### src/rtl/write_mem_burst_pkg.sv
// Shared types for the burst write initiator: FSM states, address stride and the
// registered memory request bundle.
package write_mem_burst_pkg;

  typedef enum logic [2:0] {
    ST_IDLE,
    ST_STALL,
    ST_ISSUE,
    ST_DONE,
    ST_ERROR
  } state_t;

  localparam int unsigned WORD_BYTES = 4;

  typedef struct packed {
    logic [31:0] addr;
    logic [31:0] wdata;
    logic [3:0]  be;
    logic        last;
  } mem_req_t;

endpackage

### src/rtl/write_mem_burst_if.sv
// Data-memory write request port. The initiator drives requests and the memory
// answers with a per-word acknowledge (plus an error flag when WRITE_MEM_BURST_ERR_EN).
interface write_mem_burst_if;

  logic        mem_valid;
  logic [31:0] mem_addr;
  logic [31:0] mem_wdata;
  logic [3:0]  mem_be;
  logic        mem_we;
  logic        mem_req_last;
  logic        mem_result_valid;
`ifdef WRITE_MEM_BURST_ERR_EN
  logic        mem_result_err;

  modport master (
    output mem_valid, mem_addr, mem_wdata, mem_be, mem_we, mem_req_last,
    input  mem_result_valid, mem_result_err
  );
  modport slave (
    input  mem_valid, mem_addr, mem_wdata, mem_be, mem_we, mem_req_last,
    output mem_result_valid, mem_result_err
  );
`else
  modport master (
    output mem_valid, mem_addr, mem_wdata, mem_be, mem_we, mem_req_last,
    input  mem_result_valid
  );
  modport slave (
    input  mem_valid, mem_addr, mem_wdata, mem_be, mem_we, mem_req_last,
    output mem_result_valid
  );
`endif

endinterface

### src/rtl/write_mem_fifo.sv
// Synchronous word FIFO between the write-data stream and the memory port.
// Exposes the head and the entry behind it so the issuer can chain words on an ack.
module write_mem_fifo #(
  parameter int DEPTH  = 4,
  parameter int DATA_W = 32
) (
  input  logic              clk_i,
  input  logic              rst_ni,
  input  logic              flush_i,
  input  logic              push_i,
  input  logic [DATA_W-1:0] wdata_i,
  input  logic              pop_i,
  output logic [DATA_W-1:0] head_o,
  output logic [DATA_W-1:0] next_o,
  output logic              full_o,
  output logic              empty_o,
  output logic              multi_o
);

  localparam int AW = $clog2(DEPTH);
  localparam int PW = AW + 1;

  logic [DATA_W-1:0] mem_q [DEPTH];
  logic [PW-1:0]     wr_ptr, rd_ptr, count;
  logic [AW-1:0]     rd_idx_next;
  logic              do_push, do_pop;

  assign count       = wr_ptr - rd_ptr;
  assign empty_o     = (wr_ptr == rd_ptr);
  assign full_o      = (wr_ptr[AW] != rd_ptr[AW]) && (wr_ptr[AW-1:0] == rd_ptr[AW-1:0]);
  assign multi_o     = (count >= PW'(2));
  assign rd_idx_next = rd_ptr[AW-1:0] + AW'(1);
  assign head_o      = mem_q[rd_ptr[AW-1:0]];
  assign next_o      = mem_q[rd_idx_next];

  // A pop frees the head slot in the same cycle, so a push at full is allowed then.
  assign do_push = push_i & (~full_o | pop_i);
  assign do_pop  = pop_i & ~empty_o;

  always_ff @(posedge clk_i or negedge rst_ni) begin
    if (!rst_ni) begin
      wr_ptr <= '0;
      rd_ptr <= '0;
    end else if (flush_i) begin
      wr_ptr <= '0;
      rd_ptr <= '0;
    end else begin
      if (do_push) wr_ptr <= wr_ptr + PW'(1);
      if (do_pop)  rd_ptr <= rd_ptr + PW'(1);
    end
  end

  always_ff @(posedge clk_i) begin
    if (do_push) mem_q[wr_ptr[AW-1:0]] <= wdata_i;
  end

endmodule

### src/rtl/write_mem_burst.sv
// Burst memory write initiator: one command, len_i+1 streamed words, one acked write per word.
// Optional abort-on-error path enabled by defining WRITE_MEM_BURST_ERR_EN.
module write_mem_burst
  import write_mem_burst_pkg::*;
#(
  parameter int FIFO_DEPTH = 4,
  parameter int LEN_W      = 8
) (
  input  logic             clk_i,
  input  logic             rst_ni,
  input  logic             start_i,
  input  logic [31:0]      addr_i,
  input  logic [LEN_W-1:0] len_i,
  input  logic [3:0]       be_i,
  input  logic             s_valid_i,
  input  logic [31:0]      s_data_i,
  output logic             s_ready_o,
  output logic             busy_o,
  output logic             done_o,
`ifdef WRITE_MEM_BURST_ERR_EN
  output logic             err_o,
`endif
  write_mem_burst_if.master mem
);

  localparam int CW = LEN_W + 1;

  state_t        state;
  mem_req_t      req;
  logic          req_vld;
  logic [CW-1:0] accept_cnt, issue_cnt;
  logic [31:0]   addr_q, addr_nxt;
  logic [3:0]    be_q;
  logic [31:0]   fifo_head, fifo_next;
  logic          fifo_full, fifo_empty, fifo_multi;
  logic          fifo_push, ack, ack_ok, ack_err;

  assign ack = (state == ST_ISSUE) & req_vld & mem.mem_result_valid;
`ifdef WRITE_MEM_BURST_ERR_EN
  assign ack_err = ack & mem.mem_result_err;
`else
  assign ack_err = 1'b0;
`endif
  assign ack_ok    = ack & ~ack_err;
  assign addr_nxt  = addr_q + 32'(WORD_BYTES);
  assign s_ready_o = busy_o & ~fifo_full & (accept_cnt != '0);
  assign fifo_push = s_valid_i & s_ready_o;

  write_mem_fifo #(
    .DEPTH  (FIFO_DEPTH),
    .DATA_W (32)
  ) u_fifo (
    .clk_i   (clk_i),
    .rst_ni  (rst_ni),
    .flush_i (ack_err),
    .push_i  (fifo_push),
    .wdata_i (s_data_i),
    .pop_i   (ack_ok),
    .head_o  (fifo_head),
    .next_o  (fifo_next),
    .full_o  (fifo_full),
    .empty_o (fifo_empty),
    .multi_o (fifo_multi)
  );

  assign mem.mem_valid    = req_vld;
  assign mem.mem_addr     = req.addr;
  assign mem.mem_wdata    = req.wdata;
  assign mem.mem_be       = req.be;
  assign mem.mem_req_last = req.last;
  assign mem.mem_we       = req_vld;

  always_ff @(posedge clk_i or negedge rst_ni) begin
    if (!rst_ni) begin
      state      <= ST_IDLE;
      req        <= '0;
      req_vld    <= 1'b0;
      accept_cnt <= '0;
      issue_cnt  <= '0;
      addr_q     <= '0;
      be_q       <= '0;
      busy_o     <= 1'b0;
      done_o     <= 1'b0;
`ifdef WRITE_MEM_BURST_ERR_EN
      err_o      <= 1'b0;
`endif
    end else begin
      if (fifo_push) accept_cnt <= accept_cnt - CW'(1);
      case (state)
        ST_IDLE: begin
          if (start_i) begin
            addr_q     <= addr_i;
            be_q       <= be_i;
            accept_cnt <= CW'(len_i) + CW'(1);
            issue_cnt  <= CW'(len_i) + CW'(1);
            busy_o     <= 1'b1;
            state      <= ST_STALL;
          end
        end
        // FIFO writes only become visible here one cycle after the push.
        ST_STALL: begin
          if (!fifo_empty) begin
            req     <= '{addr: addr_q, wdata: fifo_head, be: be_q, last: (issue_cnt == CW'(1))};
            req_vld <= 1'b1;
            state   <= ST_ISSUE;
          end
        end
        ST_ISSUE: begin
          if (ack_err) begin
            req        <= '0;
            req_vld    <= 1'b0;
            accept_cnt <= '0;
            done_o     <= 1'b1;
`ifdef WRITE_MEM_BURST_ERR_EN
            err_o      <= 1'b1;
`endif
            state      <= ST_ERROR;
          end else if (ack_ok) begin
            issue_cnt <= issue_cnt - CW'(1);
            addr_q    <= addr_nxt;
            if (issue_cnt == CW'(1)) begin
              req     <= '0;
              req_vld <= 1'b0;
              done_o  <= 1'b1;
              state   <= ST_DONE;
            end else if (fifo_multi) begin
              req <= '{addr: addr_nxt, wdata: fifo_next, be: be_q, last: (issue_cnt == CW'(2))};
            end else begin
              req     <= '0;
              req_vld <= 1'b0;
              state   <= ST_STALL;
            end
          end
        end
        ST_DONE: begin
          done_o <= 1'b0;
          busy_o <= 1'b0;
          state  <= ST_IDLE;
        end
`ifdef WRITE_MEM_BURST_ERR_EN
        ST_ERROR: begin
          done_o <= 1'b0;
          err_o  <= 1'b0;
          busy_o <= 1'b0;
          state  <= ST_IDLE;
        end
`endif
        default: state <= ST_IDLE;
      endcase
    end
  end

endmodule
### src/flat_wrapper.sv
// flat-port wrapper written by rule: the top's interface ports become plain ports
module write_mem_burst_flat import write_mem_burst_pkg::*;
#(
  parameter int FIFO_DEPTH = 4,
  parameter int LEN_W      = 8
)
  (clk_i, rst_ni, start_i, addr_i, len_i, be_i, s_valid_i, s_data_i, s_ready_o, busy_o, done_o, mem_mem_valid, mem_mem_addr, mem_mem_wdata, mem_mem_be, mem_mem_we, mem_mem_req_last, mem_mem_result_valid);
  write_mem_burst_if mem_i ();
  input  logic clk_i;
  input  logic rst_ni;
  input  logic start_i;
  input  logic [31:0] addr_i;
  input  logic [LEN_W-1:0] len_i;
  input  logic [3:0] be_i;
  input  logic s_valid_i;
  input  logic [31:0] s_data_i;
  output logic s_ready_o;
  output logic busy_o;
  output logic done_o;
  output wire logic [$bits(mem_i.mem_valid)-1:0] mem_mem_valid;
  output wire logic [$bits(mem_i.mem_addr)-1:0] mem_mem_addr;
  output wire logic [$bits(mem_i.mem_wdata)-1:0] mem_mem_wdata;
  output wire logic [$bits(mem_i.mem_be)-1:0] mem_mem_be;
  output wire logic [$bits(mem_i.mem_we)-1:0] mem_mem_we;
  output wire logic [$bits(mem_i.mem_req_last)-1:0] mem_mem_req_last;
  input wire logic [$bits(mem_i.mem_result_valid)-1:0] mem_mem_result_valid;
  assign mem_mem_valid = mem_i.mem_valid;
  assign mem_mem_addr = mem_i.mem_addr;
  assign mem_mem_wdata = mem_i.mem_wdata;
  assign mem_mem_be = mem_i.mem_be;
  assign mem_mem_we = mem_i.mem_we;
  assign mem_mem_req_last = mem_i.mem_req_last;
  assign mem_i.mem_result_valid = mem_mem_result_valid;
  write_mem_burst #(.FIFO_DEPTH(FIFO_DEPTH), .LEN_W(LEN_W)) u_core (.clk_i(clk_i), .rst_ni(rst_ni), .start_i(start_i), .addr_i(addr_i), .len_i(len_i), .be_i(be_i), .s_valid_i(s_valid_i), .s_data_i(s_data_i), .s_ready_o(s_ready_o), .busy_o(busy_o), .done_o(done_o), .mem(mem_i));
endmodule
### config.mk
export PLATFORM = sky130hd
export DESIGN_NAME = write_mem_burst_flat
export DESIGN_NICKNAME = d
export VERILOG_FILES = /design/src/rtl/write_mem_burst_pkg.sv /design/src/rtl/write_mem_burst_if.sv /design/src/rtl/write_mem_fifo.sv /design/src/rtl/write_mem_burst.sv /design/src/flat_wrapper.sv
export SDC_FILE = /design/constraint.sdc
export NUM_CORES = 1
export LEC_CHECK = 0
export BUFFER_PORTS_ARGS = -buffer_cell sky130_fd_sc_hd__buf_2
export CAP_MARGIN = 15
export CORE_MARGIN = 1.5
export CORE_UTILIZATION = 40
export CTS_CLUSTER_SIZE = 30
export DETAILED_ROUTE_END_ITERATION = 8
export SETUP_SLACK_MARGIN = 0.1
export SLEW_MARGIN = 20
export SYNTH_ARGS = -nofsm -noshare
export SYNTH_HDL_FRONTEND = slang
export SYNTH_SLANG_ARGS = --single-unit
### constraint.sdc
create_clock -name clk_i -period 5.3 [get_ports clk_i]
set_clock_uncertainty 0.05 [all_clocks]
set_input_delay 0.795 -clock clk_i [delete_from_list [all_inputs] [get_ports clk_i]]
set_output_delay 0.795 -clock clk_i [all_outputs]
set_load 0.005 [all_outputs]
[Word level (Yosys, flattened, before mapping)]
Memory sizes are Yosys's and may differ from the RTL's.
Index checks and enable logic that the tools add are counted.
Cells by class
  equal/unequal tests: 13
  multiplexer cells: 32
  $lt $le $gt $ge: 1
  add/subtract/negate cells: 8
  reductions and logical operators: 14
  bitwise operators: 10
Operators by type and width (number)
  $mux W69: 4
  $pmux W69 S2: 1
  $mux W32: 2
  $pmux W32 S2: 1
  $mux W9: 5
  $add A32 B3 Y32 const B: 1
  $pmux W9 S2: 1
  $sub A9 B1 Y9 const B: 2
  $mux W3: 5
  $add A8 B1 Y9 const B: 1
  $eq A9 B1 Y1 const B: 1
  $eq A9 B2 Y1 const B: 1
  $mux W1: 9
  $pmux W3 S3: 1
  $reduce_and A3 Y1: 3
  $reduce_bool A9 Y1: 1
  $ne A2 B2 Y1 const B: 4
  $reduce_and A4 Y1: 2
  $reduce_bool A2 Y1: 4
  $and A1 B1 Y1: 7
  $add A3 B1 Y3 const B: 2
  $eq A3 B2 Y1 const B: 2
  $pmux W1 S2: 3
  $reduce_and A2 Y1: 2
  12 further kinds: 13
Word-level totals
  input bits: 81
  word-level logic and storage cells: 93
  memories kept: 1
  register bits: 135
  memory bits (writable): 128
  output and inout bits: 74
Memories
  u_core.u_fifo.mem_q: words 4, bits a word 32, rd ports 2, clocked after memory_dff 0, write ports 1, RTL line write_mem_fifo.sv:23  | logic [DATA_W-1:0] mem_q [DEPTH];

[Logic depth before layout (Yosys ltp)]
Gate-level depths: netlist of run 1.
  depth in word-level cells: 9
  depth in mapped cells: 11
  depth with buffers taken out: 8

[Hierarchy]
A second synthesis of run 1 with hierarchy kept.
Unflattened totals
  cells, all modules: 1057
  area total of the unflattened synthesis: 12878.6 um2
By module, submodules not included
  write_mem_burst: cells each 799, times used 1, area an instance 7003.0 um2, seq. area each 3203.1 um2
  write_mem_fifo: cells each 258, times used 1, area an instance 5875.6 um2, seq. area each 3993.8 um2

[Worst setup path before layout of run 1]
Ideal clock, no wire load.
  kind: reg2reg
  start point: reg u_core.u_fifo.rd_ptr[1]
  end point: mem u_core.u_fifo.mem_q[3][0] (enable)
  slack: 1.784 ns
  library setup time: 0.394 ns
  arrival: 3.072 ns
  stages on the path, launching flop included: 9
  required time: 4.856 ns
  period minus slack after synthesis: 3.516 ns
  path buffers: 2
  cells stage by stage: dfrtp_1 -> buf_2 -> buf_1 -> inv_1 -> ha_1 -> nand2_1 -> o211ai_1 -> nor2_1 -> and2_1
Between the ends
  word-level cells in the longest chain between the ends: 9
  elaborated cells on any way between the ends: 10
  classes of those cells: 1 x eq/ne; 2 x mux; 6 x bitwise; 1 x reduce/logical
RTL lines
  start, declared: RTL line write_mem_fifo.sv:24  | logic [PW-1:0] wr_ptr, rd_ptr, count;
  start signal, assigned: RTL line write_mem_fifo.sv:49  | if (do_pop) rd_ptr <= rd_ptr + PW'(1);
  $eq A2 B2 Y1 (*): RTL line write_mem_fifo.sv:30  | assign full_o = (wr_ptr[AW] != rd_ptr[AW]) && (wr_ptr[AW-1:0] == rd_ptr[AW-1:0]);
  $logic_and A1 B1 Y1 (*): RTL line write_mem_fifo.sv:30
  $not A1 Y1 (*): RTL line write_mem_fifo.sv:37, write_mem_burst.sv:46
  $and A1 B1 Y1 (2 in a row): RTL line write_mem_burst.sv:46  | assign s_ready_o = busy_o & ~fifo_full & (accept_cnt != '0);
  $and A1 B1 Y1: RTL line write_mem_burst.sv:47  | assign fifo_push = s_valid_i & s_ready_o;
  $and A1 B1 Y1 (*): RTL line write_mem_fifo.sv:37  | assign do_push = push_i & (~full_o | pop_i);
  $mux W1 (*): RTL line write_mem_fifo.sv:54  | if (do_push) mem_q[wr_ptr[AW-1:0]] <= wdata_i;
  $mux W1 (not written as such) (*): RTL line write_mem_fifo.sv:54
  end, declared: RTL line write_mem_fifo.sv:23
Every way passes the cells marked *; elsewhere a longest branch is shown, timed or not.

[Final worst setup path of run 1]
  start point: reg u_core.u_fifo.rd_ptr[1]
  end point: reg u_core.req, in the netlist u_core.mem.mem_wdata[6]
Between the ends
  word-level cells in the longest chain between the ends: 6
  elaborated cells on any way between the ends: 12
  classes of those cells: 2 x add/sub; 1 x order compare; 2 x eq/ne; 5 x mux; 1 x reduce/logical; 1 x memory
RTL lines
  $sub A3 B3 Y3 or $add A2 B1 Y2 (tied branches): RTL line write_mem_fifo.sv:28, write_mem_fifo.sv:32
  $ge A3 B2 Y1 or $mem_v2 Z4 W32 (tied branches)
  $mux W69: RTL line write_mem_burst.sv:126  | end else if (fifo_multi) begin
  $mux W69: RTL line write_mem_burst.sv:121  | if (issue_cnt == CW'(1)) begin
  $mux W69: RTL line write_mem_burst.sv:118  | end else if (ack_ok) begin
  $pmux W69 S2: RTL line write_mem_burst.sv:89  | case (state)
  end signal, assigned: RTL line write_mem_burst.sv:103  | req <= '{addr: addr_q, wdata: fifo_head, be: be_q, last: (issue_cnt == CW'(1))};
  end signal, assigned: RTL line write_mem_burst.sv:127  | req <= '{addr: addr_nxt, wdata: fifo_next, be: be_q, last: (issue_cnt == CW'(2))};
  end, declared: RTL line write_mem_burst.sv:29  | mem_req_t req;
Parallel ways exist; a longest one is shown, timed or not. The select of a mux whose other input is x is not followed.
A chain may end at the register's enable or synchronous reset.

==> impl_results.md, run 1 <==
- Outcome: completed
- Port bufs: 154
- Ports: 155
- Top post-synthesis cells by area: edfxtp_1 30%, dfrtp_1 26%, mux4_2 11%, nand2_1 3.7%, a22oi_1 2.3%
- Yosys cell types: 70
- Sequential share of power: 0.351
- Vias in the first global route: 8969
- Clock sinks: 262
- Initial antenna violation count: 5
- Seq/Total Area, Yosys: 0.5582
- Max cap viols: 0
- CP arrival: 3780 ps
- Min-delay worst type: primary input to asynchronous set/reset pin
- Die footprint: 0.03332 mm2
- Average wire per standard cell: 20.31 um
- Buffer depth of the longest clock path: 3
- Final setup viols: 0
- Starting Density: 0.4076
- Switch Pwr: 3.931 mW
- Num CTS Buffers: 29
- Req. time, crit path: 5730 ps
- WL final: 32.48 mm
- Post-layout power: 9.822 mW
- Least-Margin Pin Slew: 1028 ps
- CTS tree: yes
- FFs w/ async S/R, synth: 0.5115
- Fill cell count: 2885
- H-Tree Level Count: 1
- Worst path cell trace: buf_4 -> fa_1 -> xnor3_1 -> and2_1 -> nor3_4 -> buf_4 -> a22oi_1 -> o21ai_0
- Post-DP Area: 0.01394 mm2
- Root buffer cell: clkbuf_16
- P per Cell Area: 660.3 mW/mm2
- Hold Slack: 95.60 ps
- Critical Path Slowest Stage Cell: nor3_4
- Final Max Slew Viols: 0
- Largest net degree at the start of global routing: 93
- Post-route DRC: 0
- Critical-path maximum fanout: 34
- Hold-fix buffers, CTS: 0
- Area growth from synthesis to final layout: 15.36%
- FP Rows: 65
- Post-synth top area share: 0.2981
- Pint: 5.891 mW
- Max VDD drop: 0.4597 mV
- DRT iter0 DRCs: 691
- Fmax: 297.8 MHz
- Synth top cells by count: 134 x dfrtp_1, 128 x edfxtp_1, 127 x nand2_1
- Period utilization: 0.6336
- Setup TNS: 0 ps
- Mean Syn Cell Area: 12.22 um2
- Critical Path Sink Type: flip-flop
- Final Cell Area: 0.01487 mm2
- Post-synth EDFFs: 128
- Min Tclk post-route: 3358 ps
- Most instantiated library cell after synthesis: dfrtp_1
- Clock-pin slew on the worst setup and hold paths: 60 ps
- Via count: 9139
- DIE HEIGHT: 182.5 um
- Leak Pwr: 5.855 nW
- Yosys top cell by area: edfxtp_1
- Setup Buffers After CTS: 0
- Avg Vias per Cell: 5.715
- FF+latch area: 0.007202 mm2
- Worst rel slew slack: 0.3087
- Comb power frac: 0.448
- CP startpoint kind: flip-flop
- RD Place Congestion: 0.8253
- DP HPWL: 20.62 mm
- Total grt overflow: 0
- Die X: 182.5 um
- Post-Syn Nets: 1154
- Ys Warns: 0
- Share of cells above drive strength 1: 0.2519
- Core box area: 0.03164 mm2
- Clock network fraction of total power: 0.201
- Syn Inst Count: 1055
- Worst path max stage delay: 580 ps
- Clk_lat worst skew: 560 ps
- Final Hold Vio Count: 0
- Synth Register Bits: 262
- Multi-input logic area: 0.005278 mm2
- Gr usage total: 0.1967
- Syn Std Cell Area: 0.01289 mm2
- Most frequent CP cell: buf_4
- Setup CP Type: flip-flop to flip-flop
- Unrepaired setup endpoints after global routing: false
- PostCTS Resize Cnt: 0
- Drt pass-1 iters: 8
- Primary FF master, synth: dfrtp_1
- Final ANT Viol Nets: 0
- First-pass GRT wire length: 51.34 mm
- Final nets: 1273
- Switching Share: 0.4003
[kinds of logic after synthesis]
kind of cell | after synthesis | share of synthesized area
XOR/XNOR | 21 | 0.01533
adder cells (fa/ha/maj) | 18 | 0.01805
buffers and inverters | 100 | 0.03309
flip-flops | 262 | 0.5582
AND/OR/NAND/NOR | 305 | 0.1149
AO/OA/AOI/OAI | 266 | 0.1336
multiplexers | 83 | 0.1268
[cell usage in the layout, fill, tap and decap left out, drive strengths merged, types with 9 or more instances in the layout]
cell type,n
nand4,16
or3,10
clkbuf,44
mux2i,16
nand3,35
ha,17
buf,168
xor2,10
o21ai,74
a22oi,40
mux4,64
nor3,18
o22ai,17
nand2,127
inv,21
nor2,54
a31oi,15
nor4,10
a21oi,50
dfrtp,134
and3,13
edfxtp,128
and2,9
xnor2,10
[final cells by class]
| type | count | share of cell area |
|---|---|---|
| Antenna cell | 2 | 0.0003365 |
| Tap cell | 402 | 0.03382 |
| Multi-Input combinational cell | 693 | 0.3548 |
| Sequential cell | 262 | 0.4842 |
| Inverter | 20 | 0.005047 |
| Clock inverter | 8 | 0.007234 |
| Clock buffer | 44 | 0.05527 |
| Timing Repair Buffer | 168 | 0.05930 |
[power by group through the flow]
stage / clock, mW / sequential, mW / combinational (mW)
after floorplan: 0 / 3.25 / 3.39
after global placement: 0 / 3.45 / 4.36
after detailed placement: 0 / 3.46 / 4.46
after CTS: 2.02 / 3.44 / 4.47
after global routing: 2.09 / 3.54 / 4.93
final: 1.97 / 3.44 / 4.40
[stage by stage]
step                  util  setup slack [ps]  cells
floorplan                -              1784   1055
global placement    0.4406              1988   1545
detailed placement  0.4406              1848   1545
CTS                 0.4700              1840   1597
global route        0.4700              1619   1597
finish              0.4702              1942   1599
[worst paths after layout]
path / start / end / slack, ps / cells after the start
max in group asynchronous: rst_ni / u_core.u_fifo.rd_ptr[0]$_DFFE_PN0P_ / 3970 / 2
min in group clk_i: be_i[2] / u_core.be_q[2]$_DFFE_PN0P_ / 380 / 3
hold reg to reg: u_core.mem.mem_be[3]$_DFFE_PN0P_ / u_core.mem.mem_be[3]$_DFFE_PN0P_ / 410 / 2
hold / removal: rst_ni / u_core.mem.mem_addr[1]$_DFFE_PN0P_ / 100 / 1
setup / recovery: u_core.u_fifo.rd_ptr[1]$_DFFE_PN0P_ / u_core.mem.mem_wdata[6]$_DFFE_PN0P_ / 1940 / 8
setup reg to reg: u_core.u_fifo.rd_ptr[1]$_DFFE_PN0P_ / u_core.mem.mem_wdata[6]$_DFFE_PN0P_ / 1940 / 8
[registers in the layout (all words and copies together), names as in the netlist, 2 cells and up]
register	count
u_core.mem.mem_be	4
u_core.u_fifo.rd_ptr	3
u_core.mem.mem_addr	32
u_core.mem.mem_wdata	32
u_core.addr_q	32
u_core.issue_cnt	9
u_core.state	2
u_core.u_fifo.mem_q	128
u_core.accept_cnt	9
u_core.be_q	4
u_core.u_fifo.wr_ptr	3
[critical path, delay by kind of cell (launching register included)]
kind / cells / cell delay (ps)
xor+xnor: 1 / 230
flops: 1 / 350
compound gates: 2 / 350
buf+inv: 2 / 1080
fa+ha+maj: 1 / 310
simple gates: 2 / 890
[metal layers]
metal | GRT usage | vias to the layer above | share of wire
met4 | 0.04860 | 6 | 0.022
met2 | 0.3249 | 293 | 0.47
met3 | 0.03692 | 48 | 0.070
li1 | - | 4278 | -
met1 | 0.2685 | 4514 | 0.43
met5 | 0 | - | 0.0011
Power figures use the tool's default switching activity.
==> run 2, diff against run 1 <==
--- a/config.mk
+++ b/config.mk
@@ -5,6 +5,7 @@
 export SDC_FILE = /design/constraint.sdc
 export NUM_CORES = 1
 export LEC_CHECK = 0
+export ABC_AREA = 1
 export BUFFER_PORTS_ARGS = -buffer_cell sky130_fd_sc_hd__buf_2
 export CAP_MARGIN = 15
 export CORE_MARGIN = 1.5
==> constraint.sdc (replaced) <==
create_clock -name clk_i -period 3.5 [get_ports clk_i]
set_clock_uncertainty 0.05 [all_clocks]
set_input_delay 0.525 -clock clk_i [delete_from_list [all_inputs] [get_ports clk_i]]
set_output_delay 0.525 -clock clk_i [all_outputs]
set_load 0.005 [all_outputs]
==> impl_results.md, run 2 <==
- Outcome: completed
- Post-DP Area: 0.01440 mm2 (+3.3%)
- Max reg flops: 128 (unchanged)
- Final Cell Area: 0.01542 mm2 (+3.7%)
- Final Non-Filler Cells: 2147 (+34%)
- Final Hold Vio Count: 0 (unchanged)
- Final nets: 1779 (+40%)
- Most instantiated library cell after synthesis: nand2_1
- Top post-synthesis cells by area: edfxtp_1 29%, dfrtp_1 25%, nand2_1 9.5%, nor2_1 7.2%, nand3_1 6.7%
- Syn Std Cell Area: 0.01316 mm2 (+2.0%)
- Post-Syn Nets: 1656 (+44%)
- RD Place Congestion: 0.8634 (+4.6%)
- Synth Area in Compound Gates: 0.1233 (-0.01029)
- Final ANT Viol Nets: 0 (unchanged)
- CP arrival: 2280 ps (-1500 ps)
- Least-Margin Pin Slew: 930.2 ps (-98.20 ps)
- FP Rows: 66 (+1.5%)
- Mean Syn Cell Area: 8.451 um2 (-31%)
- Primary FF master, synth: dfrtp_1
- Leak Pwr: 6.933 nW (+18%)
- Post-synth top area share: 0.2921 (-0.005981)
- Post-layout power: 6.668 mW (-32%)
- Setup CP Type: flip-flop to output port
- Post-synth EDFFs: 128 (unchanged)
- Post-synthesis xor/xnor area fraction: 0.01664 (+0.001309)
- Worst rel slew slack: 0.3799 (+0.07117)
- Clk_lat worst skew: 570 ps (about the same)
- Period utilization: 0.8162
- Fill cell count: 3150 (+9.2%)
- FFs w/ async S/R, synth: 0.5115 (unchanged)
- Hold Slack: 107.6 ps (+11.97 ps)
- Critical Path Slowest Stage Cell: nor2_1
- P per Cell Area: 432.3 mW/mm2 (-35%)
- Num CTS Buffers: 30 (+3.4%)
- Largest family of logic cells by synthesized area: simple AND/OR/NAND/NOR gates
- First-pass GRT wire length: 59.06 mm (+15%)
- Mux share of post-synthesis cell area: 0 (-0.1268)
- Synth Area in Simple Gates: 0.2451 (+0.1302)
- Area growth from synthesis to final layout: 17.21%
- Seq/Total Area, Yosys: 0.5470 (-0.01120)
- Setup Buffers After CTS: 0 (unchanged)
- DP HPWL: 23.03 mm (+12%)
- Max VDD drop: 0.4487 mV (-2.4%)
- Unrepaired setup endpoints after global routing: false
- Setup WS post-layout: 643.2 ps (-1299 ps)
- Fmax: 350.0 MHz
- Min-delay worst type: primary input to flip-flop
- CP startpoint kind: flip-flop
- Commonest non-fill, non-tap cell in the layout: nand2_1
- DIE HEIGHT: 184.4 um (+1.0%)
- Avg Vias per Cell: 5.374 (-6.0%)
- Synth top cells by count: 333 x nand2_1, 253 x nor2_1, 177 x nand3_1
- Finished Core Util: 0.4752 (+0.005050)
- Buffer depth of the longest clock path: 3 (unchanged)
- Max cap viols: 0 (unchanged)
- Die X: 184.4 um (+1.0%)
- Adder-Cell Fraction of Synth Area: 0.01769 (-0.0003622)
- Port bufs: 154 (unchanged)
- Largest net degree at the start of global routing: 100 (+7.5%)
- DRT iter0 DRCs: 956 (+38%)
- Total grt overflow: 0 (unchanged)
- Vias in the first global route: 11080 (+24%)
- Clock sinks: 262 (unchanged)
- Core box area: 0.03245 mm2 (+2.6%)
- Critical-path maximum fanout: 7 (-79%)
- CP bufs+invs: 2 (unchanged)
- Gr usage total: 0.2200 (+0.02333)
- Syn Inst Count: 1557 (+48%)
- Synth Register Bits: 262 (unchanged)
- Clock-pin slew on the worst setup and hold paths: 70 ps (about the same)
- Starting Density: 0.4054 (-0.002126)
- Die footprint: 0.03399 mm2 (+2.0%)
- Final setup viols: 0 (unchanged)
- Final Max Slew Viols: 0 (unchanged)
- Commonest cells after routing, fill and taps aside: 333 x nand2_1, 249 x nor2_1, 177 x nand3_1, 174 x o21ai_0, 153 x buf_2
- Ports: 155 (unchanged)
- WL final: 37.20 mm (+15%)
- Critical Path Sink Type: output port
- Ys Warns: 0 (unchanged)
- Share of cells above drive strength 1: 0.1456 (-0.1063)
- Initial antenna violation count: 7 (+2)
- Min Tclk post-route: 2857 ps
- Root buffer cell: clkbuf_16
- Setup TNS: 0 ps (unchanged)
- Req. time, crit path: 2920 ps (-2810 ps)
- Yosys cell types: 30 (-57%)
- CTS tree: yes
- Placed Instances: 2089 (+35%)
- Largest delay share family, worst path: simple AND/OR/NAND/NOR gates
- Worst path max stage delay: 460 ps (-120 ps)
- Worst path cell trace: inv_1 -> ha_1 -> nand2_1 -> o21ai_0 -> nor2_1 -> buf_2
- Yosys top cell by area: edfxtp_1
- Post-route DRC: 0 (unchanged)
- Via count: 11540 (+26%)
- H-Tree Level Count: 1 (unchanged)
- Post-Place Setup Slack: 626.4 ps (-1221 ps)
- Average wire per standard cell: 17.33 um (-15%)
- Drt pass-1 iters: 7 (-1)
[run 2: cell count changes after synthesis, sizes merged, moves of 60 or more]
| cell | change |
|---|---|
| nor2 | +201 |
| nand2 | +208 |
| mux4 | -64 |
| nand3 | +142 |
| inv | +60 |
| o21ai | +103 |
[run 2: repair_timing]
| action | CTS | global route |
|---|---|---|
| hold buffers | 1 | 0 |
| resized for setup | 0 | 0 |
| endpoints found under the hold margin | 54 | 0 |
[run 2: logic make-up after synthesis]
group / after synthesis
xor gates and xnor gates: 25
DFF: 262
buffers and inverters: 168
adders and majority gates: 18
and+or+nand+nor: 783
AOI/OAI and AO/OA: 301
[run 2: layer usage]
| metal | track usage | routed length (um) |
|---|---|---|
| met1 | 0.2959 | 16420 |
| met2 | 0.3606 | 17020 |
| met3 | 0.03932 | 2728 |
| met4 | 0.06885 | 977 |
| met5 | 0 | 55 |
[run 2: layout make-up]
cell class	instances	area [um2]	area share
sequential	262	7199	0.4668
multi-input combinational	1127	5340	0.3463
timing repair buffer	178	1013	0.06571
clock buffer	41	852.1	0.05525
tap	442	553.0	0.03586
inverter	81	305.3	0.01980
clock inverter	14	153.9	0.009979
antenna	2	5.005	0.0003245
[run 2: path summary, 6_finish.rpt]
kind / startpoint / to / slack, ps / cells after the start
min in group asynchronous: rst_ni / u_core.be_q[0]$_DFFE_PN0P_ / 450 / 2
worst max-delay path: u_core.u_fifo.wr_ptr[0]$_DFFE_PN0N_ / s_ready_o / 640 / 6
worst min-delay path: s_data_i[5] / u_core.u_fifo.mem_q[3][5]$_DFFE_PP_ / 110 / 1
max in group asynchronous: rst_ni / u_core.mem.mem_addr[17]$_DFFE_PN0P_ / 2070 / 3
worst max register to register: u_core.u_fifo.wr_ptr[0]$_DFFE_PN0N_ / u_core.u_fifo.mem_q[3][17]$_DFFE_PP_ / 660 / 8
worst min register to register: u_core.mem.mem_be[1]$_DFFE_PN0P_ / u_core.mem.mem_be[1]$_DFFE_PN0P_ / 420 / 2
[run 2: where the power goes]
group | internal, mW | total, mW | switching (mW) | leakage (nW)
clock | 1.86 | 3.17 | 1.31 | 0.500
combinational | 0.0766 | 0.218 | 0.141 | 3.53
sequential | 3.26 | 3.28 | 0.0281 | 2.91
total | 5.19 | 6.67 | 1.48 | 6.93
==> run 3, diff against run 2 <==
==> constraint.sdc (replaced) <==
create_clock -name clk_i -period 2.6 [get_ports clk_i]
set_clock_uncertainty 0.05 [all_clocks]
set_input_delay 0.39 -clock clk_i [delete_from_list [all_inputs] [get_ports clk_i]]
set_output_delay 0.39 -clock clk_i [all_outputs]
set_load 0.005 [all_outputs]
==> impl_results.md, run 3 (synthesis results as in run 2) <==
- Post-route DRC: 0 (unchanged)
- Gr usage total: 0.2153 (-0.004694)
- Worst path cell trace: inv_1 -> ha_2 -> nand2_1 -> nor2_2 -> nand3_2 -> inv_2 -> nor2_4 -> buf_2
- Worst rel slew slack: 0.3869 (+0.007036)
- Min-delay worst type: primary input to flip-flop
- Hold Slack: 12.57 ps (-94.99 ps)
- H-Tree Level Count: 1 (unchanged)
- Final Hold Vio Count: 0 (unchanged)
- Ports: 155 (unchanged)
- Final setup viols: 0 (unchanged)
- Port bufs: 154 (unchanged)
- Fmax: 420.9 MHz
- Worst path max stage delay: 380 ps (-80 ps)
- Leak Pwr: 7.062 nW (+1.9%)
- Setup Buffers After CTS: 0 (unchanged)
- Fill cell count: 3142 (-0.25%)
- Die X: 184.4 um (unchanged)
- Setup TNS: 0 ps (unchanged)
- DRT iter0 DRCs: 822 (-14%)
- Total grt overflow: 0 (unchanged)
- Largest net degree at the start of global routing: 99 (-1.0%)
- Final nets: 1818 (+2.2%)
- Starting Density: 0.4054 (unchanged)
- DIE HEIGHT: 184.4 um (unchanged)
- Avg Vias per Cell: 5.313 (-1.2%)
- Critical Path Slowest Stage Cell: dfrtp_1
- Max reg flops: 128 (unchanged)
- Area growth from synthesis to final layout: 20.13%
- Least-Margin Pin Slew: 919.6 ps (-10.55 ps)
- First-pass GRT wire length: 57.88 mm (-2.0%)
- Drt pass-1 iters: 6 (-1)
- Min Tclk post-route: 2376 ps
- Initial antenna violation count: 3 (-4)
- CP arrival: 1940 ps (-340 ps)
- Final ANT Viol Nets: 0 (unchanged)
- Share of cells above drive strength 1: 0.1454 (-0.0002231)
- Max VDD drop: 0.5827 mV (+30%)
- Average wire per standard cell: 16.84 um (-2.8%)
- Vias in the first global route: 11090 (+0.045%)
- Req. time, crit path: 2160 ps (-760 ps)
- Die footprint: 0.03399 mm2 (unchanged)
- Clock sinks: 262 (unchanged)
- Final Max Slew Viols: 0 (unchanged)
- Core box area: 0.03245 mm2 (unchanged)
- Period utilization: 0.9138
- Max cap viols: 0 (unchanged)
- P per Cell Area: 543.0 mW/mm2 (+26%)
- Commonest non-fill, non-tap cell in the layout: nand2_1
- Unrepaired setup endpoints after global routing: false
- Clock-pin slew on the worst setup and hold paths: 60 ps (about the same)
- FP Rows: 66 (unchanged)
- RD Place Congestion: 0.8552 (-0.95%)
- CTS tree: yes
- Outcome: completed
- Commonest cells after routing, fill and taps aside: 332 x nand2_1, 247 x nor2_1, 175 x nand3_1, 173 x o21ai_0, 153 x buf_2
- Clk_lat worst skew: 560 ps (about the same)
- Buffer depth of the longest clock path: 3 (unchanged)
- Via count: 11610 (+0.60%)
- CP startpoint kind: flip-flop
- Root buffer cell: clkbuf_16
- Num CTS Buffers: 29 (-3.3%)
- Setup CP Type: flip-flop to output port
- CP bufs+invs: 3 (+1)
- Largest delay share family, worst path: simple AND/OR/NAND/NOR gates
- DP HPWL: 23.17 mm (+0.63%)
- Critical-path maximum fanout: 7 (unchanged)
- WL final: 36.80 mm (-1.1%)
- Critical Path Sink Type: output port
## run 3: cell types whose count changed in the layout (fill, tap and decap cells not counted), sizes merged
cell	before	now
dlygate4sd3	1	34
clkinv	11	10
clkbuf	41	42
clkinvlp	1	0
bufinv	2	0
buf	177	184
diode	2	3
## run 3: report_power, final
group	switching, mW	total (mW)	internal, mW
registers	0.0380	4.42	4.38
clock network	1.66	3.83	2.16
logic	0.195	0.334	0.139
total	1.90	8.58	6.69
## run 3: layout make-up
type | instances | area (um2) | share of cell area
antenna | 3 | 7.507 | 0.0004749
clock buffer | 42 | 814.5 | 0.05153
clock inverter | 10 | 60.06 | 0.003800
inverter | 81 | 310.3 | 0.01963
multi-input combinational | 1127 | 5381 | 0.3405
sequential | 262 | 7199 | 0.4555
tap | 442 | 553.0 | 0.03499
timing repair buffer | 218 | 1480 | 0.09364
## run 3: path summary, 6_finish.rpt
kind,start,cells after the start,endpoint,slack (ps)
min in group asynchronous,rst_ni,2,u_core.be_q[1]$_DFFE_PN0P_,290
max,u_core.accept_cnt[0]$_DFF_PN0_,8,s_ready_o,220
max reg2reg,u_core.u_fifo.wr_ptr[0]$_DFFE_PN0N_,8,u_core.u_fifo.mem_q[0][14]$_DFFE_PP_,300
max in group asynchronous,rst_ni,3,u_core.addr_q[24]$_DFFE_PN0P_,1560
min,s_data_i[22],1,u_core.u_fifo.mem_q[0][22]$_DFFE_PP_,10
min reg2reg,u_core.mem.mem_be[3]$_DFFE_PN0P_,2,u_core.mem.mem_be[3]$_DFFE_PN0P_,430
## run 3: per-stage QoR
| stage | cells | cell area [um2] | util | power [mW] | setup WS [ps] |
|---|---|---|---|---|---|
| 5_1_grt | 2184 | 15800 | 0.4870 | 8.877 | 109.5 |
| 6_report | 2185 | 15810 | 0.4870 | 8.583 | 224.0 |
| 3_3_place_gp | 2096 | 14560 | 0.4487 | 4.791 | 410.7 |
| 4_1_cts | 2182 | 15790 | 0.4865 | 8.673 | 118.7 |
| 3_5_place_dp | 2096 | 14560 | 0.4487 | 4.793 | 321.7 |
| 2_1_floorplan | 1557 | 13240 | - | 4.613 | 52.99 |
## run 3: layer usage
metal | wire length, um | share of wire | GRT usage
met3 | 2375 | 0.065 | 0.02944
met1 | 16220 | 0.44 | 0.2864
met4 | 989 | 0.027 | 0.07115
met5 | 0 | 0 | 0
met2 | 17220 | 0.47 | 0.3618
## run 3: what timing repair did
item / 4_1_cts / 5_1_grt
endpoints found under the hold margin: 166 / 0
setup endpoints to repair: 1 / 1
hold buffers: 34 / 0
pin swaps: 1 / 0
resized for setup: 4 / 4
